$ cat config.mk
export PLATFORM = sky130hd
export DESIGN_NAME = cell_processor
export DESIGN_NICKNAME = d
export VERILOG_FILES = /design/src/rtl/cell_processor.sv
export SDC_FILE = /design/constraint.sdc
export NUM_CORES = 1
export LEC_CHECK = 0
export BUFFER_PORTS_ARGS = -buffer_cell sky130_fd_sc_hd__buf_2
export CELL_PAD_IN_SITES_DETAIL_PLACEMENT = 1
export CELL_PAD_IN_SITES_GLOBAL_PLACEMENT = 1
export CORE_ASPECT_RATIO = 1.75
export CORE_MARGIN = 10
export CORE_UTILIZATION = 35
export DETAILED_ROUTE_END_ITERATION = 7
export PLACE_DENSITY_LB_ADDON = 0.2
export SYNTH_ARGS = -nofsm -noshare
export SYNTH_HDL_FRONTEND = slang
export SYNTH_SLANG_ARGS = --single-unit
$ cat constraint.sdc
create_clock -name clk -period 3.23 [get_ports clk]
set_clock_uncertainty 0.05 [all_clocks]
set_input_delay 0.646 -clock clk [delete_from_list [all_inputs] [get_ports clk]]
set_output_delay 0.646 -clock clk [all_outputs]
set_load 0.02 [all_outputs]
$ cat src/rtl/cell_processor.sv
// ---------------------------------------------------------------------------
// cell_processor
//
// Pipelined per-channel pixel arithmetic on the center pixels of two 3x3 RGB
// neighbourhoods. One operation is accepted every clock. The result of inputs
// sampled at edge N is on processedPixel after edge N+3.
//
// Pipeline:
//   stage 1  : input registers (cellA, cellB, userInputA, opcode)
//   stage 2a : GRAY sum and BLUR adder tree complete, registered with operands
//   stage 2b : opcode select / clamp, registered result
//   stage 3  : processedPixel register
//
// Ports:
//   clk            in   rising-edge clock
//   rst            in   synchronous active-high reset, clears every stage
//   cellA          in   216-bit neighbourhood A, pixel k at [24k+23:24k]
//   cellB          in   216-bit neighbourhood B (center pixel only is used)
//   userInputA     in   8-bit scalar operand U
//   opcode         in   4-bit operation select
//   processedPixel out  24-bit registered result, R=[23:16] G=[15:8] B=[7:0]
//
// Configuration:
//   CELLPROC_BLUR_EN  defined -> opcode 8 is the 3x3 [1 2 1;2 4 2;1 2 1] blur.
//                     undefined -> no kernel adder tree, opcode 8 outputs 0.
// ---------------------------------------------------------------------------
module cell_processor #(
    parameter int PIX_W      = 24,
    parameter int CELL_PIX   = 9,
    parameter int CELL_DEPTH = CELL_PIX * PIX_W
) (
    input  logic                  clk,
    input  logic                  rst,
    input  logic [CELL_DEPTH-1:0] cellA,
    input  logic [CELL_DEPTH-1:0] cellB,
    input  logic [7:0]            userInputA,
    input  logic [3:0]            opcode,
    output logic [PIX_W-1:0]      processedPixel
);

    localparam int CTR = 4;

    // ---------------- stage 1 ----------------
    logic [CELL_DEPTH-1:0] cell_a_q;
    logic [CELL_DEPTH-1:0] cell_b_q;
    logic [7:0]            user_q;
    logic [3:0]            op_q;

    always_ff @(posedge clk) begin
        if (rst) begin
            cell_a_q <= '0;
            cell_b_q <= '0;
            user_q   <= '0;
            op_q     <= '0;
        end else begin
            cell_a_q <= cellA;
            cell_b_q <= cellB;
            user_q   <= userInputA;
            op_q     <= opcode;
        end
    end

    logic [PIX_W-1:0] ac_d;
    logic [PIX_W-1:0] bc_d;
    logic [9:0]       gray_sum_d;

    assign ac_d = cell_a_q[CTR*PIX_W +: PIX_W];
    assign bc_d = cell_b_q[CTR*PIX_W +: PIX_W];

    // R + 2G + B fits in 10 bits (max 1020).
    assign gray_sum_d = {2'b00, ac_d[23:16]} + {1'b0, ac_d[15:8], 1'b0} + {2'b00, ac_d[7:0]};

    // Only the center of B ever matters.
    logic unused_cell_b;
    assign unused_cell_b = ^{cell_b_q[CELL_DEPTH-1:(CTR+1)*PIX_W], cell_b_q[CTR*PIX_W-1:0]};

`ifdef CELLPROC_BLUR_EN
    // Corners weight 1, edges (odd k) weight 2, center weight 4; max sum 4080.
    function automatic logic [7:0] blur_chan(input logic [CELL_DEPTH-1:0] cell, input int ch);
        logic [11:0] acc;
        logic [11:0] pix;
        acc = '0;
        for (int k = 0; k < CELL_PIX; k++) begin
            pix = {4'b0000, cell[k*PIX_W + ch*8 +: 8]};
            if (k == CTR)
                acc = acc + (pix << 2);
            else if ((k % 2) == 1)
                acc = acc + (pix << 1);
            else
                acc = acc + pix;
        end
        return acc[11:4];
    endfunction

    logic [PIX_W-1:0] blur_d;
    assign blur_d = {blur_chan(cell_a_q, 2), blur_chan(cell_a_q, 1), blur_chan(cell_a_q, 0)};
`else
    logic unused_cell_a;
    assign unused_cell_a = ^{cell_a_q[CELL_DEPTH-1:(CTR+1)*PIX_W], cell_a_q[CTR*PIX_W-1:0]};
`endif

    // ---------------- stage 2a ----------------
    logic [3:0]       op2_q;
    logic [PIX_W-1:0] ac2_q;
    logic [PIX_W-1:0] bc2_q;
    logic [7:0]       user2_q;
    logic [7:0]       gray2_q;
`ifdef CELLPROC_BLUR_EN
    logic [PIX_W-1:0] blur2_q;
`endif

    always_ff @(posedge clk) begin
        if (rst) begin
            op2_q   <= '0;
            ac2_q   <= '0;
            bc2_q   <= '0;
            user2_q <= '0;
            gray2_q <= '0;
`ifdef CELLPROC_BLUR_EN
            blur2_q <= '0;
`endif
        end else begin
            op2_q   <= op_q;
            ac2_q   <= ac_d;
            bc2_q   <= bc_d;
            user2_q <= user_q;
            gray2_q <= gray_sum_d[9:2];
`ifdef CELLPROC_BLUR_EN
            blur2_q <= blur_d;
`endif
        end
    end

    // Per-channel ops 0..6; anything else yields 0 here.
    function automatic logic [7:0] chan_op(input logic [3:0] op, input logic [7:0] a,
                                           input logic [7:0] b, input logic [7:0] u);
        logic [8:0] sum_ab;
        logic [8:0] sum_au;
        logic [7:0] res;
        sum_ab = {1'b0, a} + {1'b0, b};
        sum_au = {1'b0, a} + {1'b0, u};
        case (op)
            4'd0:    res = a;
            4'd1:    res = sum_ab[8] ? 8'hFF : sum_ab[7:0];
            4'd2:    res = (a > b) ? (a - b) : 8'h00;
            4'd3:    res = sum_au[8] ? 8'hFF : sum_au[7:0];
            4'd4:    res = (a > u) ? (a - u) : 8'h00;
            4'd5:    res = ~a;
            4'd6:    res = sum_ab[8:1];
            default: res = 8'h00;
        endcase
        return res;
    endfunction

    // ---------------- stage 2b ----------------
    logic [PIX_W-1:0] result_d;
    logic [PIX_W-1:0] result_q;

    always_comb begin
        result_d = '0;
        case (op2_q)
            4'd7: result_d = {3{gray2_q}};
            4'd9: result_d = (gray2_q >= user2_q) ? 24'hFFFFFF : 24'h000000;
`ifdef CELLPROC_BLUR_EN
            4'd8: result_d = blur2_q;
`endif
            default: begin
                for (int ch = 0; ch < 3; ch++)
                    result_d[ch*8 +: 8] = chan_op(op2_q, ac2_q[ch*8 +: 8], bc2_q[ch*8 +: 8], user2_q);
            end
        endcase
    end

    always_ff @(posedge clk) begin
        if (rst)
            result_q <= '0;
        else
            result_q <= result_d;
    end

    // ---------------- stage 3 ----------------
    logic [PIX_W-1:0] pixel_q;

    always_ff @(posedge clk) begin
        if (rst)
            pixel_q <= '0;
        else
            pixel_q <= result_q;
    end

    assign processedPixel = pixel_q;

endmodule

* After elaboration in Yosys (flattened, before gate mapping)
Cells that the tools add are included.
Cells by class: add/sub/neg operators 14, magnitude comparators 7, equality and inequality tests 8, muxes and demuxes 17, bitwise gates (word level) 3, reduce and logical (&&, ||, !) cells 1
Operators with widths (count):
- $pmux W8 S7 | 3
- $mux W8 | 12
- $add A8 B8 Y9 | 6
- $gt A8 B8 Y1 | 6
- $pmux W24 S2 | 1
- $sub A8 B8 Y8 | 6
- $mux W24 | 1
- $not A8 Y8 | 3
- $eq A4 B3 Y1 const B | 4
- $add A10 B8 Y10 | 1
- $add A8 B9 Y10 | 1
- $eq A4 B2 Y1 const B | 2
- $ge A8 B8 Y1 | 1
- $eq A4 B1 Y1 const B | 1
- $eq A4 B4 Y1 const B | 1
- $logic_not A4 Y1 | 1
Word-level totals: register bits 368, bits of input ports 446, output and inout bits 24

* Longest topological paths before layout
Gate-level depths: netlist of run 1.
depth after elaboration 4, gate-level depth with buffers 11, depth with buffers taken out 11

* Worst setup path after synthesis of run 1
OpenSTA, ideal clock, no wires.
kind register to register, start point reg user2_q[1], end point reg result_q[18], setup time 0.132 ns, data arrival time 2.396 ns, required time 3.048 ns, path slack 0.652 ns, stages on the path, launching flop included 10, clock period less this slack 2.578 ns, path through dfxtp_1 > inv_1 > fa_1 > a21o_1 > a21oi_1 > o211ai_1 > o211ai_1 > nor2_1 > a2111oi_0 > a31oi_1
On the way: cells in the longest elaborated chain, start to end 4, elaborated cells between the ends (all ways) 9, those cells by class add/sub: 2; order compare: 2; mux: 5
RTL lines:
- from (decl) | RTL line 106 | logic [7:0] user2_q;
- from (signal assigned) | RTL line 126 | user2_q <= user_q;
- $sub A8 B8 Y8, or another cell as far along | RTL line 147 | 4'd4: res = (a > u) ? (a - u) : 8'h00;
- $mux W8 (on tied branches) | RTL line 147, 146
- $pmux W8 S7 | RTL line 142 | case (op)
- $pmux W24 S2 * | RTL line 161 | case (op2_q)
- to (signal assigned) | RTL line 178 | result_q <= result_d;
- to (decl) | RTL line 157 | logic [PIX_W-1:0] result_q;
Mark *: on every way between the ends. The rest lies on a longest branch, timed or not. A chain may end at the register's enable or synchronous reset.

* Final worst setup path of run 1
start point reg ac2_q[18], end point reg result_q[21]
On the way: cells in the longest elaborated chain, start to end 4, elaborated cells between the ends (all ways) 12, those cells by class add/sub: 4; order compare: 2; mux: 6
RTL lines:
- from (decl) | RTL line 104 | logic [PIX_W-1:0] ac2_q;
- from (signal assigned) | RTL line 115 | ac2_q <= '0;
- from (signal assigned) | RTL line 124 | ac2_q <= ac_d;
- $sub A8 B8 Y8, or another cell as far along | RTL line 147
- $mux W8 (on tied branches)
- $pmux W8 S7 * | RTL line 142
- $pmux W24 S2 * | RTL line 161
Marked as above.

==> impl_metrics.toml, run 1 <==
[status]
status = "completed"

[place]
place_area_sq_um = 12100
dpl.cell_count = 1731
io_buffers = 85
dp_hpwl_um = 30100
gp_congestion = 0.914

[yosys]
synth_compound_area_share_pct = 19.9
synth_xor_area_share_pct = 4.65
synth-seq-cells = 176
synthMuxAreaShare_pct = 0.665
synth-simple-area-share_pct = 19.3
ys_top_cells_by_area = "dfxtp_1 33%, ha_1 13%, nor2b_1 9.8%, a21oi_1 4.0%, fa_1 3.7%"
synth.distinct_cells = 70
synth_top_cell_by_area = "dfxtp_1"
async_flop_share_pct = 0
yosysSeqAreaShare_pct = 32.9
post_synth_instance_area_sq_um = 10700
syn-num-nets = 1805
ys.flop_type = "dfxtp_1"
synth_top_family_by_area = "compound AO/OA/AOI/OAI gates"
synth_warnings = 0
avgSynthCellArea_sq_um = 8.73
synth.top_cell.area_share_pct = 32.9
synthAdderAreaFrac_pct = 16.7
synth_edf_count = 0
netlist_instances = 1228

[clock_tree]
postCtsHoldBufs = 0
cts_tree = "built"
worstSkewPairLatency_ns = 0.46
path_clk_slew_ns = 0.08
cts-root-buf = "clkbuf_16"
clockBufferDepth = 2
numClockSinks = 176
cts_inserted_buffers = 17
htreeDepth = 4

[final_layout]
fin_area_sq_um = 12700
syn2layout_area_growth_pct = 18.9
fill_cells = 3569
diodes = 0
drive_above_1_share_pct = 17.0
final_nets = 1940
instances_no_fill = 1763

[power]
p_leak_nw = 5.60
peakVddDrop_v = 0.000430
power_density_nw_per_um2 = 440
p_clk_share_pct = 38.7
p_switching_w = 0.00173
power_frac_seq_pct = 42.3
power_frac_comb_pct = 19.0
p_int_w = 0.00388
swShare_pct = 30.8

[floorplan]
num_io_pins = 470
initial_core_util_pct = 35.6
die_w_um = 152
dieArea_sq_um = 38300
die_h_um = 252
fp-row-count = 84
core_sq_um = 30200

[sta]
finalCritPeriodShare_pct = 95.0
maxSlewHeadroom_pct = 39.8
setup_viol = 0
rsz0062_at_grt = "no"
hold_viol = 0
maxSlewViolCount = 0
fin_crit_ns = 3.07
fmax_ghz = 0.326
fin_setup_tns_ns = 0
tightest_slew_ns = 0.895

[worst_setup_path]
r2r-start = "ac2_q[18]"
cp.arrival_ns = 3.42
r2r_cells = 10
cp_max_fo = 8
endpoint_kind = "register"
r2r-end = "result_q[21]"
rrSetupSlack_ns = 0.16
critical_path_class = "reg -> reg"
startpoint_type = "register"
critical_path_required_ns = 3.58

[drt]
routed_wl_um = 36600
drt_iter0_drc = 270
drc = 0
dr_total_vias = 9291
dr.pass1.iters = 4
drtAntennaViolNets = 0
wl_per_cell_um = 20.7
via_per_inst = 5.27

[min_path]
holdCritStartpoint = "cellA[103]"
holdPathEnd = "cell_a_q[103]"
hold_path_class = "in -> reg"
min_path_cells = 2

[global_route]
grt_overflow = 0
grt_start_max_net_pins = 60
grtUsageTotal_pct = 18.9
grt_pass1_wl_um = 56900
grt_pass1_vias = 10100
grt_antenna_before_repair = 0

[run]
drv_cap = 0
==> cell type report <==
cell class	count	area (sq um)	area share, %
multi-input combinational	896	6580	51.6
clock buffer	17	425	3.34
tap	387	484	3.80
inverter	85	319	2.50
sequential	176	3520	27.6
timing repair buffer	187	1210	9.49
clock inverter	15	208	1.63
==> repair_timing <==
item,4_1_cts,5_1_grt
endpoints found under the setup margin,0,1
setup buffers,0,0
resized for setup,0,2
endpoints found under the hold margin,0,0
==> per-layer routing <==
layer / share of wire, % / up-vias / routed length (um) / track usage [%]
met4: 6.7 / 0 / 2450 / 12.8
li1: - / 4513 / - / -
met5: 0 / - / 0 / 0
met2: 53 / 241 / 19300 / 35.2
met1: 37 / 4442 / 13500 / 18.6
met3: 3.6 / 95 / 1330 / 3.47
==> flip-flops by register name, summed over array words and instances (netlist names) <==
signal          count
ac2_q              24
bc2_q              24
cell_a_q           24
cell_b_q           24
gray2_q             8
op2_q               4
op_q                4
processedPixel     24
result_q           24
user2_q             8
user_q              8
==> kinds of logic (layout without fill, tap and decap cells) <==
group | Yosys count | in the layout
fa+ha+maj | 131 | 131
compound gates | 324 | 324
flops | 176 | 176
mux | 7 | 7
simple gates | 377 | 377
buf+inv | 156 | 304
xor+xnor | 57 | 57
==> per-stage QoR <==
stage	setup slack, ns	total power, W	hold WS (ns)	utilization [%]
floorplan	0.652	0.00309	0.364	-
global placement	0.153	0.00346	0.367	40.2
detailed placement	0.137	0.00348	0.375	40.2
CTS	0.115	0.00569	0.325	42.3
global route	0.0379	0.00591	0.331	42.3
finish	0.162	0.00561	0.348	42.3
==> power by group through the flow <==
stage	Clock, W	Combinational, W	Sequential (W)
floorplan	0	0.000688	0.00240
global placement	0	0.00103	0.00242
detailed placement	0	0.00106	0.00243
CTS	0.00224	0.00107	0.00238
global route	0.00234	0.00118	0.00239
finish	0.00217	0.00106	0.00237
==> worst max-delay path by stage <==
stage	slack, ns	endpoint	cells past startpoint	from
floorplan	0.65	result_q[18]	9	user2_q[1]
finish	0.16	result_q[21]	10	ac2_q[18]
global route	0.04	result_q[22]	11	user2_q[0]
detailed placement	0.14	result_q[21]	12	user2_q[2]
global placement	0.15	result_q[21]	12	user2_q[2]
CTS	0.11	result_q[21]	12	user2_q[2]
==> layout by cell type, fill, tap and decap left out, types with 6 or more instances in the layout <==
cell type,n
mux2i_1,6
buf_4,101
a21oi_1,85
inv_1,85
xnor2_1,41
clkbuf_16,17
nand2_1,44
a221oi_1,15
o21a_1,10
ha_1,111
nor2b_1,168
a41oi_1,7
o21ai_0,64
o21bai_1,13
nand4_1,11
nor2_1,72
nand3_1,8
o211ai_1,9
a21o_1,17
nor3b_1,6
nand2b_1,17
a211oi_1,15
dfxtp_1,176
o31ai_1,7
a221o_1,6
fa_1,20
xor2_1,16
buf_2,84
a31oi_1,18
nor3_1,25
o221ai_1,7
o22ai_1,6
==> cells in the mapped netlist, types with 6 or more instances <==
library cell	number
a211oi_1	15
a21o_1	17
a21oi_1	85
a221o_1	6
a221oi_1	15
a31oi_1	18
a41oi_1	7
buf_2	23
clkbuf_1	43
dfxtp_1	176
fa_1	20
ha_1	111
inv_1	85
mux2i_1	6
nand2_1	44
nand2b_1	17
nand3_1	8
nand4_1	11
nor2_1	72
nor2b_1	168
nor3_1	26
nor3b_1	6
o211ai_1	9
o21a_1	10
o21ai_0	65
o21bai_1	13
o221ai_1	7
o22ai_1	6
o31ai_1	7
xnor2_1	41
xor2_1	16
==> worst max-delay path, cell delays in order (launching register included) <==
cell and delay, ns:
dfxtp_1 0.53, ha_1 0.39, nand2b_1 0.23, a221oi_1 0.43, o21a_1 0.22, inv_1 0.06
a21oi_1 0.19, a2111oi_1 0.10, buf_4 0.15, a41oi_1 0.46, buf_4 0.20
Power figures use the tool's default switching activity.
==> run 2, diff against run 1 <==
Settings changed: GPL_TIMING_DRIVEN set to 0, SETUP_SLACK_MARGIN set to 0.05.
==> impl_metrics.toml, run 2 (synthesis results as in run 1) <==
[sta]
setup_viol = 0
rsz0062_at_grt = "yes"
fin_setup_tns_ns = 0
maxSlewViolCount = 0
fmax_ghz = 0.323
maxSlewHeadroom_pct = 17.9
fin_ws_ns = 0.132
fin_crit_ns = 3.10
finalCritPeriodShare_pct = 95.9
hold_viol = 0
tightest_slew_ns = 1.22

[floorplan]
dieArea_sq_um = 38300
fp-row-count = 84
die_w_um = 152
core_sq_um = 30200
initial_core_util_pct = 35.6
die_h_um = 252
num_io_pins = 470

[min_path]
hold_path_class = "in -> reg"

[drt]
dr_total_vias = 9332
via_per_inst = 5.38
route.met3.wl_um = 1430
wl_per_cell_um = 22.9
routed_wl_um = 39600
drtAntennaViolNets = 0
drt_iter0_drc = 305
wl_met2_um = 21100
drc = 0
wl_met1_um = 14900
highest_layer = "met4"
dr.pass1.iters = 5

[power]
power_density_nw_per_um2 = 442
peakVddDrop_v = 0.000653
p_leak_nw = 5.32

[clock_tree]
worstSkewPairLatency_ns = 0.46
numClockSinks = 176
cts_inserted_buffers = 17
path_clk_slew_ns = 0.08
postCtsHoldBufs = 0
htreeDepth = 4
cts-root-buf = "clkbuf_16"
clockBufferDepth = 2
cts_tree = "built"

[global_route]
grt_overflow = 0
grt_start_max_net_pins = 21
grtUsageTotal_pct = 20.4
grt_pass1_vias = 10200
grt_pass1_wl_um = 60400
grt_antenna_before_repair = 0

[place]
dp_hpwl_um = 32200
io_buffers = 84
gp_congestion = 0.957
post-place-ws_ns = -0.886

[final_layout]
final_nets = 1912
syn2layout_area_growth_pct = 16.5
drive_above_1_share_pct = 15.4
final_common_cell = "nor2b_1"
layout_common_cells = "168 x nor2b_1, 165 x dfxtp_1, 111 x ha_1"
diodes = 0
fin_util_pct = 41.4

[worst_setup_path]
critical_path_class = "reg -> reg"
endpoint_kind = "register"
cp.arrival_ns = 3.37
cp_max_fo = 8
startpoint_type = "register"
critical_path_required_ns = 3.50

[run]
drv_cap = 0

[status]
status = "completed"
run 2: cell types whose count changed in the layout (fill, tap and decap cells not counted), moves of 3 or more:
cell        delta
a221oi_2       +5
buf_2         +23
dfxtp_2       +10
clkbuf_1      +36
a221oi_1       -5
clkinvlp_4     +4
buf_4         -89
a2111oi_0      -3
dfxtp_1       -11
inv_1          -4
run 2: repair_timing:
item,4_1_cts,5_1_grt
setup endpoints to repair,24,21
pin swaps,1,3
buffers inserted,6,3
resized for setup,36,15
run 2: critical path: stages (launching register included):
cell and delay [ns]:
dfxtp_2 0.47, clkinvlp_4 0.11, buf_4 0.19, ha_1 0.28, buf_2 0.17, nand2b_1 0.18, a221oi_2 0.39, nor3b_2 0.12
nor2_2 0.32, o21a_1 0.22, a21oi_1 0.05, a31oi_1 0.40
run 2: cell type report:
cell class	count	area, sq um
plain buffers	65	297
clock buffers	17	425
clock inverters	15	190
fillers	3542	17700
inverters	85	330
multi-input cells	896	6730
flip-flops and latches	176	3540
well taps	387	484
repair buffers	94	495
run 2: path summary, 6_finish.rpt:
path                            cells past startpoint  slack (ns)    startpoint            endpoint
worst max-delay path                               11        0.13    user2_q[2]        result_q[20]
worst min-delay path                                2        0.34    cellB[100]       cell_b_q[100]
worst max register to register                     11        0.13    user2_q[2]        result_q[20]
worst min register to register                      1        0.39  result_q[21]  processedPixel[21]
run 2: per-layer routing:
metal | global-route usage (%) | vias to the layer above
met3 | 3.54 | 89
met4 | 12.3 | 0
met5 | 0 | -
met2 | 38.3 | 226
met1 | 20.4 | 4558
li1 | - | 4459
run 2: where the power goes:
group / total, W / switching, W / leakage [nW] / internal (W)
clock: 0.00210 / 0.00105 / 0.294 / 0.00105
combinational: 0.00103 / 0.000606 / 3.57 / 0.000420
sequential: 0.00239 / 0.000108 / 1.45 / 0.00228
total: 0.00552 / 0.00177 / 5.32 / 0.00376
run 2: metrics by stage:
| step | cells | cell area [sq um] | hold slack [ns] | total power, W |
|---|---|---|---|---|
| floorplan | 1228 | 10700 | 0.364 | 0.00309 |
| global placement | 1699 | 11600 | 0.366 | 0.00342 |
| detailed placement | 1700 | 11600 | 0.374 | 0.00344 |
| CTS | 1737 | 12400 | 0.326 | 0.00557 |
| global route | 1735 | 12500 | 0.335 | 0.00581 |
| finish | 1735 | 12500 | 0.339 | 0.00552 |
==> run 3, diff against run 2 <==
Settings changed: ABC_AREA set to 1, CORE_UTILIZATION 35 to 34.
==> impl_metrics.toml, run 3 <==
[yosys]
synth_top_cell_by_area = "dfxtp_1"
avgSynthCellArea_sq_um = 6.57
netlist_top_cells_count = "444 x nand2_1, 344 x inv_1, 254 x nor2_1"
synth_edf_count = 0
post_synth_instance_area_sq_um = 12000
ys_top_cells_by_area = "dfxtp_1 29%, nand2_1 14%, ha_1 12%, inv_1 11%, nor2_1 8.0%"
synth-seq-cells = 176
syn-num-nets = 2396
synthMostInstantiatedCell = "nand2_1"
async_flop_share_pct = 0
synth.distinct_cells = 39
yosysSeqAreaShare_pct = 29.5
synth.top_cell.area_share_pct = 29.5
netlist_instances = 1819
ys.flop_type = "dfxtp_1"
synth_warnings = 0

[clock_tree]
cts_setup_buffers = 0
post_cts_resized = 2
clockBufferDepth = 2
path_clk_slew_ns = 0.08
cts_tree = "built"
numClockSinks = 176
cts_inserted_buffers = 17
htreeDepth = 4
cts-root-buf = "clkbuf_16"
postCtsHoldBufs = 0
worstSkewPairLatency_ns = 0.46

[floorplan]
die_h_um = 268
dieArea_sq_um = 43400
fp-row-count = 90
core_sq_um = 34600
die_w_um = 162
num_io_pins = 470
initial_core_util_pct = 34.6

[power]
power_w = 0.00559
p_clk_share_pct = 37.0
p_int_w = 0.00371
p_leak_nw = 7.46
power_frac_comb_pct = 20.4
peakVddDrop_v = 0.000343
p_switching_w = 0.00188
power_frac_seq_pct = 42.6
swShare_pct = 33.6
power_density_nw_per_um2 = 413

[worst_setup_path]
endpoint_kind = "register"
r2r-end = "result_q[2]"
startpoint = "user2_q[1]"
rrSetupSlack_ns = 0.18
r2r_cells = 14
r2r-start = "user2_q[1]"
critical_path_class = "reg -> reg"
critPathCapture = "result_q[2]"
critical_path_required_ns = 3.52
startpoint_type = "register"
cp.arrival_ns = 3.34
cp_max_fo = 9

[sta]
fmax_ghz = 0.328
fin_crit_ns = 3.05
maxSlewViolCount = 0
setup_viol = 0
maxSlewHeadroom_pct = 39.0
rsz0062_at_grt = "no"
finalCritPeriodShare_pct = 94.5
fin_setup_tns_ns = 0
tightest_slew_ns = 0.915
hold_viol = 0
fin_ws_ns = 0.179

[place]
post-place-ws_ns = -0.226
gp_congestion = 0.939
dp_hpwl_um = 36900
io_buffers = 84
place_area_sq_um = 12900

[final_layout]
final_common_cell = "nand2_1"
syn2layout_area_growth_pct = 13.3
seqCellArea_sq_um = 3520
fin_area_sq_um = 13500
final_nets = 2499
multi_input_area_sq_um = 6740
diodes = 0
drive_above_1_share_pct = 10.7
layout_common_cells = "444 x nand2_1, 344 x inv_1, 254 x nor2_1"
fin_util_pct = 39.2
fill_cells = 4583

[global_route]
grt_overflow = 0
grt_antenna_before_repair = 1
grt_start_max_net_pins = 20
grt_pass1_vias = 12300
grtUsageTotal_pct = 20.5
grt_pass1_wl_um = 67800

[drt]
drc = 0
drtAntennaViolNets = 0
dr.pass1.iters = 4
routed_wl_um = 44100
drt_iter0_drc = 354
via_per_inst = 4.76
wl_per_cell_um = 18.4
dr_total_vias = 11400

[status]
status = "completed"

[run]
drv_cap = 0

[min_path]
hold_path_class = "in -> reg"
==> run 3: changes by cell type in the layout (fill, tap and decap cells not counted), sizes merged, moves of 17 or more <==
cell | previous run | this run
xnor2 | 41 | 2
nand2b | 18 | 0
a31oi | 18 | 1
inv | 88 | 369
o21ai | 70 | 48
nand3 | 8 | 141
nand2 | 44 | 448
nor2b | 168 | 0
clkbuf | 54 | 34
nor3 | 26 | 5
nor2 | 72 | 268
nand4 | 11 | 36
==> run 3: layout make-up <==
type	instances	share of cell area, %
multi-input cells	1224	49.8
flip-flops and latches	176	26.0
inverters	362	10.0
well taps	460	4.25
clock buffers	17	3.14
repair buffers	84	3.10
plain buffers	57	2.46
clock inverters	15	1.24
==> run 3: layer usage <==
metal / up-vias / GRT usage (%) / wire, um
li1: 5750 / - / -
met1: 5359 / 19.8 / 16300
met2: 191 / 39.8 / 23900
met3: 98 / 2.71 / 1040
met4: 0 / 12.8 / 2810
met5: - / 0 / 0
==> run 3: worst min path at each step <==
stage                       start  cells past startpoint                 to
floorplan            cell_b_q[96]                      2           bc2_q[0]
global placement      result_q[9]                      2  processedPixel[9]
detailed placement      user_q[4]                      2         user2_q[4]
CTS                     cellB[98]                      3       cell_b_q[98]
global route        userInputA[7]                      3          user_q[7]
finish                  cellB[98]                      3       cell_b_q[98]
==> run 3: cells by family (layout without fill, tap and decap cells) <==
| group | after synthesis | count (layout) | synth area share (%) |
|---|---|---|---|
| buffers and inverters | 419 | 535 | 14.2 |
| adders and majority gates | 131 | 131 | 15.0 |
| and+or+nand+nor | 914 | 914 | 31.9 |
| DFF | 176 | 176 | 29.5 |
| AOI/OAI and AO/OA | 160 | 160 | 8.09 |
| xor gates and xnor gates | 19 | 19 | 1.39 |
==> run 3: stage by stage <==
stage / instances / hold slack, ns
floorplan: 1819 / 0.338
global placement: 2363 / 0.342
detailed placement: 2363 / 0.345
CTS: 2395 / 0.326
global route: 2395 / 0.337
finish: 2395 / 0.342
==> run 3: critical path, cell delays in order, from the launching register on <==
cell and delay, ns:
dfxtp_2 0.60, inv_1 0.35, ha_1 0.41, inv_1 0.06
o21bai_1 0.05, nand2_1 0.06, nand2_1 0.04, nand2_1 0.05
nand3_1 0.09, nand2_1 0.07, inv_1 0.11, a21oi_1 0.60
nand3_1 0.23, nand2_1 0.11, inv_1 0.06
==> run 3: power groups by stage <==
| stage | registers (W) | clock network (W) | logic [W] |
|---|---|---|---|
| after CTS | 0.00238 | 0.00213 | 0.00115 |
| after detailed placement | 0.00243 | 0 | 0.00114 |
| final | 0.00238 | 0.00207 | 0.00114 |
| after floorplan | 0.00240 | 0 | 0.000786 |
| after global routing | 0.00239 | 0.00222 | 0.00130 |
| after global placement | 0.00243 | 0 | 0.00111 |
